--- config.mk ---
export PLATFORM = sky130hd
export DESIGN_NAME = bit_serializer
export DESIGN_NICKNAME = d
export VERILOG_FILES = /design/src/rtl/bit_serializer.sv
export SDC_FILE = /design/constraint.sdc
export NUM_CORES = 1
export LEC_CHECK = 0
export BUFFER_PORTS_ARGS = -buffer_cell sky130_fd_sc_hd__buf_2
export CAP_MARGIN = 15
export CORE_UTILIZATION = 25
export DETAILED_ROUTE_END_ITERATION = 10
export GPL_ROUTABILITY_DRIVEN = 0
export GPL_TIMING_DRIVEN = 0
export HOLD_SLACK_MARGIN = 0.06
export SLEW_MARGIN = 15
export SYNTH_ARGS = -nofsm -noshare
export SYNTH_HDL_FRONTEND = slang
export SYNTH_SLANG_ARGS = --single-unit
--- constraint.sdc ---
create_clock -name clk_i -period 3.6 [get_ports clk_i]
set_input_delay 0.54 -clock clk_i [delete_from_list [all_inputs] [get_ports clk_i]]
set_output_delay 0.54 -clock clk_i [all_outputs]
set_load 0.01 [all_outputs]
--- src/rtl/bit_serializer.sv ---
// Parallel-to-serial front end: WIDTH-bit words in over valid/ready, one bit per clock out.
// A one-word pending slot keeps the output stream gap-free under a continuous producer.
module bit_serializer #(
  parameter int WIDTH     = 8,
  parameter bit MSB_FIRST = 1'b1
) (
  input  logic             clk_i,
  input  logic             reset_i,
  input  logic [WIDTH-1:0] din_i,
  input  logic             din_valid_i,
  output logic             din_ready_o,
  output logic             dout_o,
  output logic             dout_valid_o
);

  localparam int CW = (WIDTH > 2) ? $clog2(WIDTH) : 1;
  localparam logic [CW-1:0] LAST_IDX = CW'(WIDTH - 1);

  typedef enum logic {
    IDLE  = 1'b0,
    SHIFT = 1'b1
  } state_e;

  state_e           state_q;
  logic [WIDTH-1:0] shreg_q;
  logic [WIDTH-1:0] pend_q;
  logic [CW-1:0]    cnt_q;
  logic             pend_full_q;

  logic             accept;
  logic             last_bit;
  logic [WIDTH-1:0] shreg_shifted;
  logic             out_bit;

  assign din_ready_o   = ~pend_full_q & ~reset_i;
  assign accept        = din_valid_i & din_ready_o;
  assign last_bit      = (cnt_q == LAST_IDX);
  assign shreg_shifted = MSB_FIRST ? {shreg_q[WIDTH-2:0], 1'b0} : {1'b0, shreg_q[WIDTH-1:1]};
  assign out_bit       = MSB_FIRST ? shreg_q[WIDTH-1] : shreg_q[0];

  assign dout_valid_o  = (state_q == SHIFT);
  assign dout_o        = (state_q == SHIFT) ? out_bit : 1'b0;

  always_ff @(posedge clk_i) begin
    if (reset_i) begin
      state_q     <= IDLE;
      shreg_q     <= '0;
      pend_q      <= '0;
      cnt_q       <= '0;
      pend_full_q <= 1'b0;
    end else begin
      case (state_q)
        IDLE: begin
          if (accept) begin
            shreg_q <= din_i;
            cnt_q   <= '0;
            state_q <= SHIFT;
          end
        end
        SHIFT: begin
          if (!last_bit) begin
            shreg_q <= shreg_shifted;
            cnt_q   <= cnt_q + 1'b1;
            if (accept) begin
              pend_q      <= din_i;
              pend_full_q <= 1'b1;
            end
          end else if (pend_full_q) begin
            // pending word takes over the shifter; ready reopens next cycle
            shreg_q     <= pend_q;
            pend_full_q <= 1'b0;
            cnt_q       <= '0;
          end else if (accept) begin
            shreg_q <= din_i;
            cnt_q   <= '0;
          end else begin
            state_q <= IDLE;
          end
        end
        default: state_q <= IDLE;
      endcase
    end
  end

endmodule

# Word level (Yosys, flattened, before mapping)

Index checks and enable logic that the tools add are counted.

Add/subtract/negate cells: 1
Eq/ne operators: 1
Multiplexer cells: 15
Bitwise gates (word level): 6
Reduce and logical (&&, ||, !) cells: 3

Operators with widths:

| cell                  | number |
|---|---|
| $mux W8               | 3 |
| $pmux W8 S2           | 1 |
| $mux W3               | 3 |
| $mux W1               | 6 |
| $pmux W3 S2           | 1 |
| $not A1 Y1            | 4 |
| $add A3 B1 Y3 const B | 1 |
| $eq A3 B3 Y1 const B  | 1 |
| $reduce_and A3 Y1     | 1 |
| $and A1 B1 Y1         | 2 |
| $pmux W1 S2           | 1 |
| $reduce_and A2 Y1     | 1 |
| $reduce_bool A2 Y1    | 1 |

Register bits: 21
Input bits: 11
Output and inout port bits: 3

# Depth between registers and ports, before layout

Gate-level depths: netlist of the first run.

Word-level depth: 7
Mapped depth: 7
Gate-level depth less buffers: 5

# Worst setup path after synthesis of the first run

No wires, ideal clock.

Path type: register to register
From: reg cnt_q[0]
To: reg shreg_q[6]
Library setup time: 0.141 ns
Data arrival time: 1.478 ns
Data required time: 3.459 ns
Path slack: 1.981 ns
Stages on the path, launching flop included: 7
Cells stage by stage: dfxtp_1 ha_1 ha_1 clkbuf_1 and2b_1 o21bai_1 o22ai_1

Longest elaborated chain between the ends: 3

RTL lines:

| element                  | RTL line | RTL |
|---|---|---|
| start: declaration       | 27       | `logic [CW-1:0] cnt_q;` |
| start signal: assignment | 63       | `cnt_q <= cnt_q + 1'b1;` |
| $eq A3 B3 Y1             | 37       | `assign last_bit = (cnt_q == LAST_IDX);` |
| $mux W8                  | 61       | `if (!last_bit) begin` |
| $pmux W8 S2              | 52       | `case (state_q)` |
| end signal: assignment   | 55       | `shreg_q <= din_i;` |
| end signal: assignment   | 62       | `shreg_q <= shreg_shifted;` |
| end signal: assignment   | 70       | `shreg_q <= pend_q;` |
| end: declaration         | 25       | `logic [WIDTH-1:0] shreg_q;` |

No other way between the ends.
A chain may end at the register's enable or synchronous reset.

# Worst setup path in the final report of the first run

Ends and elaborated chain as after synthesis.

==> results of run 1 <==
synthesized netlist by cell type, drive strengths merged, types with 2 or more instances:
library cell	instances	area share (%)
a31oi	7	4.4
clkbuf	3	1.1
dfxtp	21	42
mux2i	8	8.0
o22ai	7	4.4
ha	2	2.5
nand2	3	1.1
a21oi	12	6.0
o211ai	3	2.3
buf	6	4.3
nand3	8	4.0
inv	2	0.75
o21ai	10	5.0
nor2b	9	5.7
nand2b	3	1.9
routing by layer:
layer | routed length (µm) | global-route usage [%] | up-vias
li1 | - | - | 442
met1 | 1150 | 15.6 | 418
met2 | 1200 | 22.4 | 26
met3 | 99 | 1.74 | 2
met4 | 14 | 3.26 | 0
met5 | 0 | 0 | -
worst min-delay path: cells and delay by family (launching register included):
kind / cells / cell delay [ps]
flops: 1 / 310
compound gates: 2 / 120
where the power goes:
part / switching, W / internal (W)
Sequential: 0.00000499 / 0.000242
Clock: 0.0000767 / 0.0000771
Combinational: 0.0000372 / 0.0000266
stage by stage:
step                      hold slack [ps]  setup slack, ps
after detailed placement              467             1510
after CTS                             468             1520
after floorplan                       451             1980
after global placement                461             1550
final                                 477             1490
after global routing                  487             1350
area by class of cell:
class	count	share of cell area [%]
clock inverters	1	0.431
multi-input cells	80	44.2
inverters	2	0.646
flip-flops and latches	21	36.2
repair buffers	12	5.17
plain buffers	9	4.63
well taps	48	5.17
clock buffers	3	3.55
sequential cells by signal, summed over array words and instances (netlist names):
signal / count
pend_q: 8
shreg_q: 8
pend_full_q: 1
cnt_q: 3
dout_valid_o: 1
worst min-delay path by stage:
| stage | endpoint | slack, ps |
|---|---|---|
| 5_1_grt | pend_q[4]$_SDFFE_PP0P_ | 490 |
| 6_report | pend_q[6]$_SDFFE_PP0P_ | 480 |
| 4_1_cts | pend_q[4]$_SDFFE_PP0P_ | 470 |
| 2_1_floorplan | pend_q[0]$_SDFFE_PP0P_ | 450 |
| 3_5_place_dp | pend_q[6]$_SDFFE_PP0P_ | 470 |
| 3_3_place_gp | pend_q[0]$_SDFFE_PP0P_ | 460 |
kinds of logic (layout without fill, tap and decap cells):
logic type / count (synthesis) / after routing
compound gates: 42 / 42
fa+ha+maj: 2 / 2
buf+inv: 11 / 27
flops: 21 / 21
mux: 8 / 8
simple gates: 28 / 28
==> flow_results.org, run 1 <==
** Outcome
- The run finished with clean final reports.

** Clock tree
- Post-CTS timing repair inserted 0 buffers for setup.
- In this run, post-CTS hold repair placed 0 buffers.
- Clock Tree Buf Depth :: 2
- In this run, CTS created clock tree buffers numbering 3.
- Number of levels in the clock H-tree :: 1
- Clock transition at path regs :: 80 ps
- Clock tree from TritonCTS :: yes
- After clock tree synthesis, the repair step resized 0 gates.
- The cell sitting at the root of the clock tree is a clkbuf_8.
- Clock Sink Count :: 21
- Worst skew pair latency :: 260 ps

** Timing
- Worst setup skew after layout :: 1.74 ps
- The clock period could shrink to 2110 ps.
- Hold violation count in the final report :: 0
- Setup repair after global routing left no endpoint under its margin.
- Setup Total Neg Slack :: 0 ps
- The max-slew violation count was 0.
- In this run the tightest slew margin relative to its limit is 51.6%.
- Worst slew pin tran :: 725 ps
- The worst path uses 58.7% of the clock period.
- Maximum clock frequency :: 473 MHz
- Setup violations remaining at the end of the flow were counted as 0.

** Hold path
- Number of cells traversed by the worst hold path :: 2
- Classification of the worst-slack hold path :: register to register
- In this run the most critical hold path is launched from pend_q[6]$_SDFFE_PP0P_.

** Layout
- Count of filler cells inserted in the layout :: 423
- Total number of nets in the final design :: 142
- The count of cells in the finished layout, fillers not included, comes to 176.
- Sequential Area :: 420 µm²
- Design Area, Final :: 1160 µm²
- Final core area utilization :: 31.0%
- The number of antenna diodes in the final layout is 0.
- Area of the multi-input gates :: 514 µm²
- The library cell used most frequently in the layout, excluding fill and tap cells, is dfxtp_1.
- From synthesis to final layout, the design area changed by 16.7%.
- Cells with a size suffix above 1 make up 18.0% of the layout.
- The library cells used most frequently in the layout, excluding fill and tap cells, are dfxtp_1 (21), buf_2 (16), a21oi_1 (12).

** Die
- The die covers 4240 µm².
- After floorplanning, the core was divided into 22 placement rows.
- The die is 65.1 µm wide.
- Starting density of the core :: 26.6%
- Count of boundary I/O pins :: 14
- In this run the vertical extent of the chip is 65.1 µm.
- Floorplan core area :: 3740 µm²

** Worst setup path
- Sort of element at the start of the critical path :: register
- WP buf/inv :: 1
- Among cell families on the critical path, the largest total delay comes from compound AO/OA/AOI/OAI gates.
- In this design, the stage delay of the slowest critical-path cell is 590 ps.
- Critical path destination :: shreg_q[6]$_SDFF_PP0_
- In this run the critical register-to-register path is captured at shreg_q[6]$_SDFF_PP0_.
- Critical Setup Path Class :: register to register
- Path depth of the worst reg2reg path :: 6
- Crit-path cells :: ha_1 > ha_1 > clkbuf_1 > and2b_1 > o21bai_1 > o22ai_1
- The worst setup path is captured at a register.
- STA puts the critical path data required time at 3710 ps.
- In this design, the critical path's most frequently occurring cell is ha_1.
- The slowest stage of the critical path belongs to the cell o21bai_1.
- Maximum fanout along the worst path :: 10
- In this run the number of cells on the critical path is 6.
- Worst r2r src :: cnt_q[0]$_SDFF_PP0_
- Data on the critical path arrives at its endpoint at 2230 ps.
- Critical path origin :: cnt_q[0]$_SDFF_PP0_
- Flop2flop setup slack :: 1490 ps

** Synth
- After Yosys synthesis, full adders, half adders and majority gates account for 2.51% of the synthesized area.
- Share of the synthesized area in compound gates (AO/OA/AOI/OAI) :: 24.5%
- Of all flip-flops after synthesis, the portion carrying an async set or reset was 0%.
- Fraction of the mapped netlist area in simple logic gates :: 16.6%
- The number of nets in the synthesized netlist is 125.
- Unique cell type count in the Yosys netlist :: 24
- Mux contribution to synthesized area :: 8.04%
- Number of flip-flops and latches in the synthesized netlist :: 21
- XOR/XNOR share of the synthesized area :: 0%
- Fraction of the yosys area taken by sequential cells :: 42.2%
- After synthesis the cells add up to 996 µm².
- Count of mapped cells out of synthesis :: 112
- During synthesis, Yosys emitted a total of 0 warnings.
- In the synthesized netlist the dominant register cell turns out to be dfxtp_1.
- A synthesized cell averages 8.89 µm².
- Main combinational cell family by area after synthesis :: compound AO/OA/AOI/OAI gates
- Counting flops with a built-in enable in the synthesized netlist gives 0.

** Drt
- First-pass DRT Iterations :: 4
- Total wire length after detailed routing :: 2460 µm
- Count of unresolved DRC violations after routing :: 0
- DR vias :: 888
- Using the TritonRoute via totals, the vias-per-cell ratio works out to 5.05.
- Dividing the detail-routed wire length by the instance count gives 14.0 µm.
- For this block, the initial DRC count from the detailed router was 31.
- Post-route ant nets :: 0

** Global routing
- The via count of the first global-routing pass is 892.
- Aggregate global-route resource usage :: 12.5%
- Maximum number of pins on one net before global-route repair :: 13
- First-pass GRT wire length :: 4150 µm
- The initial antenna violation count came to 0.
- The total overflow left after global routing is 0.

** Placed design
- Port bufs :: 12
- After detailed placement, the total cell area comes to 1120 µm².
- The wire-length estimate of the detail-placed layout is 1680 µm.
- In this run, placement finished with an instance count of 172.

** Run
- Max-cap violations in this run came to 0.

** Power and ir drop
- The worst-case IR drop observed on VDD is 0.149 mV.
- Final total power :: 0.000464 W
- Leakage component of the power :: 0.467 nW
- Power spread over the standard cell area amounts to 399 nW/µm².
Note: power is estimated with default switching activity, not from simulation.
==> run 2, diff against run 1 <==
clock period = 1.9 ns   (was 3.6 ns; I/O delays follow)
==> flow_results.org, run 2 (synthesis gave the netlist of run 1 again) <==
** Timing
- Setup repair after global routing missed its margin :: no
- Worst setup skew after layout :: 1.00 ps
- Pins over their slew limit :: 0
- The number of hold-slack violations in the final timing report is 0.
- Worst slew pin tran :: 618 ps
- Setup total negative slack on the finished layout was measured at 0 ps.
- For the finished layout, the period the worst path requires is 1670 ps.
- Setup violations remaining at the end of the flow were counted as 0.
- Timing would allow up to 599 MHz.
- Portion of the clock cycle consumed by the worst path in the final layout :: 87.9%
- Slew Limit Headroom :: 58.6%

** Global routing
- The first global-routing pass estimated 4150 µm of wire.
- Global routing used 12.5% of the available tracks.
- Maximum number of pins on one net before global-route repair :: 13
- Initial antenna violation count :: 0
- The via count of the first global-routing pass was 892.
- Global routing finished with a remaining overflow of 0.

** Layout
- The library cell used most frequently in the layout, excluding fill and tap cells, is dfxtp_1.
- Registers with the most flip-flops :: pend_q: 8 flops, shreg_q: 8 flops, cnt_q: 3 flops
- In the final layout, the multi-input gates occupy 526 µm².
- Layout Area Growth over Synthesis :: 17.5%
- Across the whole layout, storage elements account for 420 µm².
- Count of filler cells inserted in the layout :: 423
- Share of final-layout standard cells stronger than drive strength 1 :: 18.9%
- The final layout contains 141 nets.
- Most frequent cells in the layout :: dfxtp_1 (21), buf_2 (16), a21oi_1 (12)
- The number of antenna diodes in the final layout is 0.

** Drt
- For this block, the via count after detailed routing is 891.
- In this run the remaining antenna-violating nets after routing total 0.
- Count of unresolved DRC violations after routing :: 0
- After detailed routing, the number of vias per cell comes to 5.09.
- First-pass DRT Iterations :: 4
- The first routing iteration left 24 violations.
- Total wire length after detailed routing :: 2440 µm
- After detailed routing, the average wire length per cell comes to 13.9 µm.

** Clock tree
- Worst skew pair latency :: 260 ps
- Root buffer cell :: clkbuf_8
- TritonCTS built the clock tree.
- After clock tree synthesis, the clock-pin slew on the worst setup and hold paths is 80 ps.
- Clock tree synthesis inserted a total of 3 buffers.
- Hold buffer count at cts :: 0
- Clock Sink Count :: 21
- Post-CTS timing repair inserted 0 buffers for setup.
- Clock Tree Buf Depth :: 2
- Number of levels in the clock H-tree :: 1

** Die
- For this configuration, the core starts out at a cell density of 26.6%.
- The core region is 3740 µm².
- Vertical die dimension :: 65.1 µm
- Pin placement for this block handled 14 I/O pins.
- The floorplan has 22 rows.
- From left edge to right edge, the die measures 65.1 µm.
- The floorplan step defined a die boundary enclosing 4240 µm².

** Worst setup path
- Maximum fanout along the worst path :: 10
- Sort of element at the start of the critical path :: register
- Worst EP required :: 2070 ps
- The signal on the critical path passes through ha_1 > ha_1 > buf_2 > o21ai_0 > a221oi_1.
- Delay contributed by the slowest stage of the critical path :: 360 ps
- The critical path starts at cnt_q[0]$_SDFF_PP0_.
- The worst setup path is captured at a register.
- Path depth of the worst reg2reg path :: 5
- The startpoint identified for the worst register-to-register timing path is cnt_q[0]$_SDFF_PP0_.
- Slowest stage cell on the critical path :: dfxtp_1
- Critical Setup Path Class :: register to register
- Among the stages of the critical path, the cell type that occurs most often is ha_1.
- WP data arrival :: 1840 ps

** Hold path
- Number of cells traversed by the worst hold path :: 2
- Classification of the worst-slack hold path :: input pin to register
- Startpoint of the tightest hold check path :: reset_i

** Power and ir drop
- Cell Pwr Density :: 753 nW/µm²
- Final total power :: 0.000881 W
- Leakage component of the power :: 0.469 nW
- IR drop worst, VDD :: 0.281 mV

** Run
- Max-cap violations in this run came to 0.

** Outcome
- Run status :: finished clean

** Placed design
- The count of buffers added on input and output ports is 12.
- Post-DP HPWL :: 1680 µm
## run 2: cell count changes in the layout (fill, tap and decap cells not counted)
cell / previous run / this run
clkbuf_1: 3 / 2
o21bai_1: 1 / 0
o21bai_4: 0 / 1
## run 2: what timing repair did
action	CTS	global route
setup endpoints to repair	7	8
resized for setup	1	1
hold endpoints to repair	0	0
## run 2: final timing paths
| check | endpoint | slack, ps |
|---|---|---|
| worst max-delay path | shreg_q[0]$_SDFF_PP0_ | 230 |
| worst min-delay path | pend_q[4]$_SDFFE_PP0P_ | 230 |
| worst max register to register | shreg_q[0]$_SDFF_PP0_ | 230 |
| worst min register to register | pend_q[6]$_SDFFE_PP0P_ | 480 |
## run 2: per-stage QoR
stage          instances  area [µm²]  hold WS (ps)  utilization [%]  setup WS [ps]
5_1_grt              175        1170           233             31.3           93.6
2_1_floorplan        112         996           430                -            281
6_report             175        1170           226             31.3            230
3_5_place_dp         172        1120           467             29.8           -190
3_3_place_gp         172        1120           461             29.8           -149
4_1_cts              176        1170           212             31.1           54.6
## run 2: cell type report
class                      instances  area share (%)
clock inverter                     1           0.428
inverter                           2           0.642
tap                               48            5.13
sequential                        21            35.9
timing repair buffer              12            5.13
multi-input combinational         80            44.9
clock buffer                       3            3.53
buffer                             8            4.28
## run 2: critical path, delay by kind of cell (launching register included)
| kind | cells | cell delay (ps) |
|---|---|---|
| flip-flops | 1 | 360 |
| adder cells (fa/ha/maj) | 2 | 520 |
| AO/OA/AOI/OAI | 2 | 390 |
| buffers and inverters | 1 | 300 |
## run 2: power breakdown
group          total (W)  internal [W]  switching, W  leakage, nW
clock           0.000291      0.000146      0.000145       0.0255
sequential      0.000467      0.000458    0.00000944        0.171
combinational   0.000123     0.0000525     0.0000704        0.273
## run 2: metal layers
metal,up-vias,routed length [µm],track usage [%]
li1,438,-,-
met1,425,1120,15.6
met2,24,1190,22.4
met3,4,115,1.74
met4,0,19,3.26
met5,-,0,0
==> run 3, diff against run 2 <==
--- a/config.mk
+++ b/config.mk
@@ -10,5 +10,4 @@
 export CORE_UTILIZATION = 25
 export DETAILED_ROUTE_END_ITERATION = 10
-export GPL_ROUTABILITY_DRIVEN = 0
 export GPL_TIMING_DRIVEN = 0
 export HOLD_SLACK_MARGIN = 0.06
==> constraint.sdc (replaced) <==
create_clock -name clk_i -period 2 [get_ports clk_i]
set_input_delay 0.1 -clock clk_i [delete_from_list [all_inputs] [get_ports clk_i]]
set_output_delay 0.1 -clock clk_i [all_outputs]
set_load 0.01 [all_outputs]
==> flow_results.org, run 3 (synthesis gave the netlist of run 1 again) <==
** Outcome
- The flow ran to the end, and the final reports show no timing, DRC or antenna violations.

** Worst setup path
- At the worst endpoint, the arrival time is 1980 ps.
- The cell that appears most often on the critical path is ha_1.
- Crit end category :: register
- Delay contributed by the slowest stage of the critical path :: 370 ps
- The slowest stage of the critical path is the o21bai_2 cell.
- Measured in cells, the most critical reg-to-reg path has a length of 6.
- Crit-path cells :: ha_1 > ha_1 > clkbuf_1 > and2b_1 > o21bai_2 > o22ai_1
- Critical path origin :: cnt_q[0]$_SDFF_PP0_
- Of all nets on the critical path, the largest fanout is 10.
- Critical R2R Capture :: shreg_q[6]$_SDFF_PP0_
- Worst r2r src :: cnt_q[0]$_SDFF_PP0_
- The setup path with the least slack is of type register to register.
- Flop2flop setup slack :: 150 ps
- For the worst setup path, the data required time is 2130 ps.
- STA classifies the critical path startpoint as a register.

** Clock tree
- Clock transition at path regs :: 80 ps
- Inserted Clock Buffers :: 3
- Worst skew pair latency :: 260 ps
- TritonCTS built the clock tree.
- Root buffer cell :: clkbuf_8
- CTS built an H-tree with a depth of 1.
- Counting every sink on the clock net gives 21.
- The longest clock path from root to sink contains 2 buffers.

** Timing
- Timing would allow up to 539 MHz.
- Final worst hold slack :: 99.2 ps
- Worst slew pin tran :: 614 ps
- In the post-route analysis, the smallest setup slack over all paths is 146 ps.
- Minimum clock period after layout :: 1850 ps
- Pins over their slew limit :: 0
- After layout, the worst path uses 92.7% of the clock period.
- Hold violation count in the final report :: 0
- Setup violations remaining at the end of the flow were counted as 0.
- Setup repair after global routing missed its margin :: no
- Slew Limit Headroom :: 58.9%
- Worst setup skew after layout :: 1.39 ps

** Hold path
- Worst Hold End :: pend_q[6]$_SDFFE_PP0P_
- Along the worst hold path, the cell count comes to 3.
- In this run the most critical hold path is launched from din_i[6].
- The worst hold path belongs to the class input pin to register.

** Layout
- From synthesis to final layout, the design area changed by 18.1%.
- Registers with the most flip-flops :: pend_q: 8 flops, shreg_q: 8 flops, cnt_q: 3 flops
- Sequential Area :: 420 µm²
- The library cell used most frequently in the layout, excluding fill and tap cells, is dfxtp_1.
- Count of filler cells inserted in the layout :: 424
- In the layout the commonest cells are dfxtp_1 (21), buf_2 (16), a21oi_1 (12).
- The count of cells in the finished layout, fillers not included, comes to 177.
- Antenna fix cells :: 0
- Of the cells placed in the final design, the portion with a size suffix greater than 1 is 18.6%.
- The net count of the finished layout is 143.
- After routing the design area is 1180 µm².
- Area of the multi-input gates :: 518 µm²

** Drt
- DR vias :: 893
- Post-route ant nets :: 0
- Before antenna repair, the detailed router went through 4 iterations.
- WL/cell :: 13.9 µm
- After the first detailed-routing iteration, the DRC count stood at 32.
- Using the TritonRoute via totals, the vias-per-cell ratio works out to 5.05.
- Count of unresolved DRC violations after routing :: 0
- The final layout contains routed wiring with a total length of 2460 µm.

** Die
- The floorplan step defined a die boundary enclosing 4240 µm².
- The floorplan step set the die height to 65.1 µm.
- For this design the top-level I/O count stands at 14.
- For this configuration, the core starts out at a cell density of 26.6%.
- Floorplan core area :: 3740 µm²
- Measured along the x axis, the die boundary spans 65.1 µm.
- Count of standard-cell rows :: 22

** Power and ir drop
- For this design the static power due to leakage is 0.473 nW.
- Cell Pwr Density :: 712 nW/µm²
- The design draws 0.000837 W.
- Across the VDD grid, the largest voltage drop is 0.267 mV.

** Global routing
- Maximum number of pins on one net before global-route repair :: 13
- First-pass GRT wire length :: 4150 µm
- Via count of the first global-routing pass :: 891
- Initial antenna violation count :: 0
- Remaining global-route overflow :: 0
- Aggregate global-route resource usage :: 12.5%

** Placed design
- Port bufs :: 12
- Counting tap cells, the placed design contains a total of 172 instances.
- Placed instance area :: 1120 µm²
- At the end of routability-driven placement, the weighted congestion stood at 0.753.
- After legalization and detailed placement, the total HPWL measured 1680 µm.
- Timing analysis after detailed placement gives a worst setup slack of -89.7 ps.

** Run
- Maximum Capacitance Violations :: 0
## run 3: cell count changes in the layout (fill, tap and decap cells not counted), sizes merged
cell	change
dlygate4sd3	+1
clkbuf	+1
## run 3: worst max-delay path by stage
stage / to / slack (ps) / cells after the start
2_1_floorplan: shreg_q[6]$_SDFF_PP0_ / 380 / 6
3_3_place_gp: shreg_q[6]$_SDFF_PP0_ / -50 / 6
3_5_place_dp: shreg_q[6]$_SDFF_PP0_ / -90 / 6
4_1_cts: shreg_q[6]$_SDFF_PP0_ / 150 / 6
5_1_grt: shreg_q[5]$_SDFF_PP0_ / 10 / 6
6_report: shreg_q[6]$_SDFF_PP0_ / 150 / 6
## run 3: routing by layer
metal | part of all wire (%) | global-route usage (%) | up-vias
li1 | - | - | 443
met1 | 47 | 15.6 | 418
met2 | 49 | 22.4 | 28
met3 | 4.1 | 1.74 | 4
met4 | 0.69 | 3.26 | 0
met5 | 0 | 0 | -
## run 3: power by group
| part | switching [W] | leakage (nW) | internal, W |
|---|---|---|---|
| combinational | 0.0000674 | 0.277 | 0.0000497 |
| sequential | 0.00000913 | 0.171 | 0.000435 |
| clock | 0.000137 | 0.0255 | 0.000139 |
## run 3: worst max-delay path, delay by kind of cell, from the launching register on
| kind | cells | cell delay (ps) |
|---|---|---|
| flip-flops | 1 | 330 |
| AND/OR/NAND/NOR | 1 | 290 |
| buffers and inverters | 1 | 220 |
| AO/OA/AOI/OAI | 2 | 510 |
| adder cells (fa/ha/maj) | 2 | 370 |
## run 3: through the flow
| step | setup TNS (ps) | utilization (%) |
|---|---|---|
| 5_1_grt | 0 | 31.4 |
| 3_5_place_dp | -403 | 29.8 |
| 4_1_cts | 0 | 31.4 |
| 2_1_floorplan | 0 | - |
| 3_3_place_gp | -76.5 | 29.8 |
| 6_report | 0 | 31.4 |
## run 3: cell type report
cell class,instances,area share [%]
Multi-Input combinational cell,80,44.0
Clock buffer,3,3.51
Tap cell,48,5.11
Sequential cell,21,35.7
Clock inverter,1,0.426
Inverter,2,0.638
Buffer,9,4.57
Timing Repair Buffer,13,5.96
## run 3: timing repair
action	CTS	global route
gates resized for setup	1	0
setup buffers	0	0
endpoints found under the hold margin	5	0
hold buffers	1	0
setup endpoints to repair	7	0
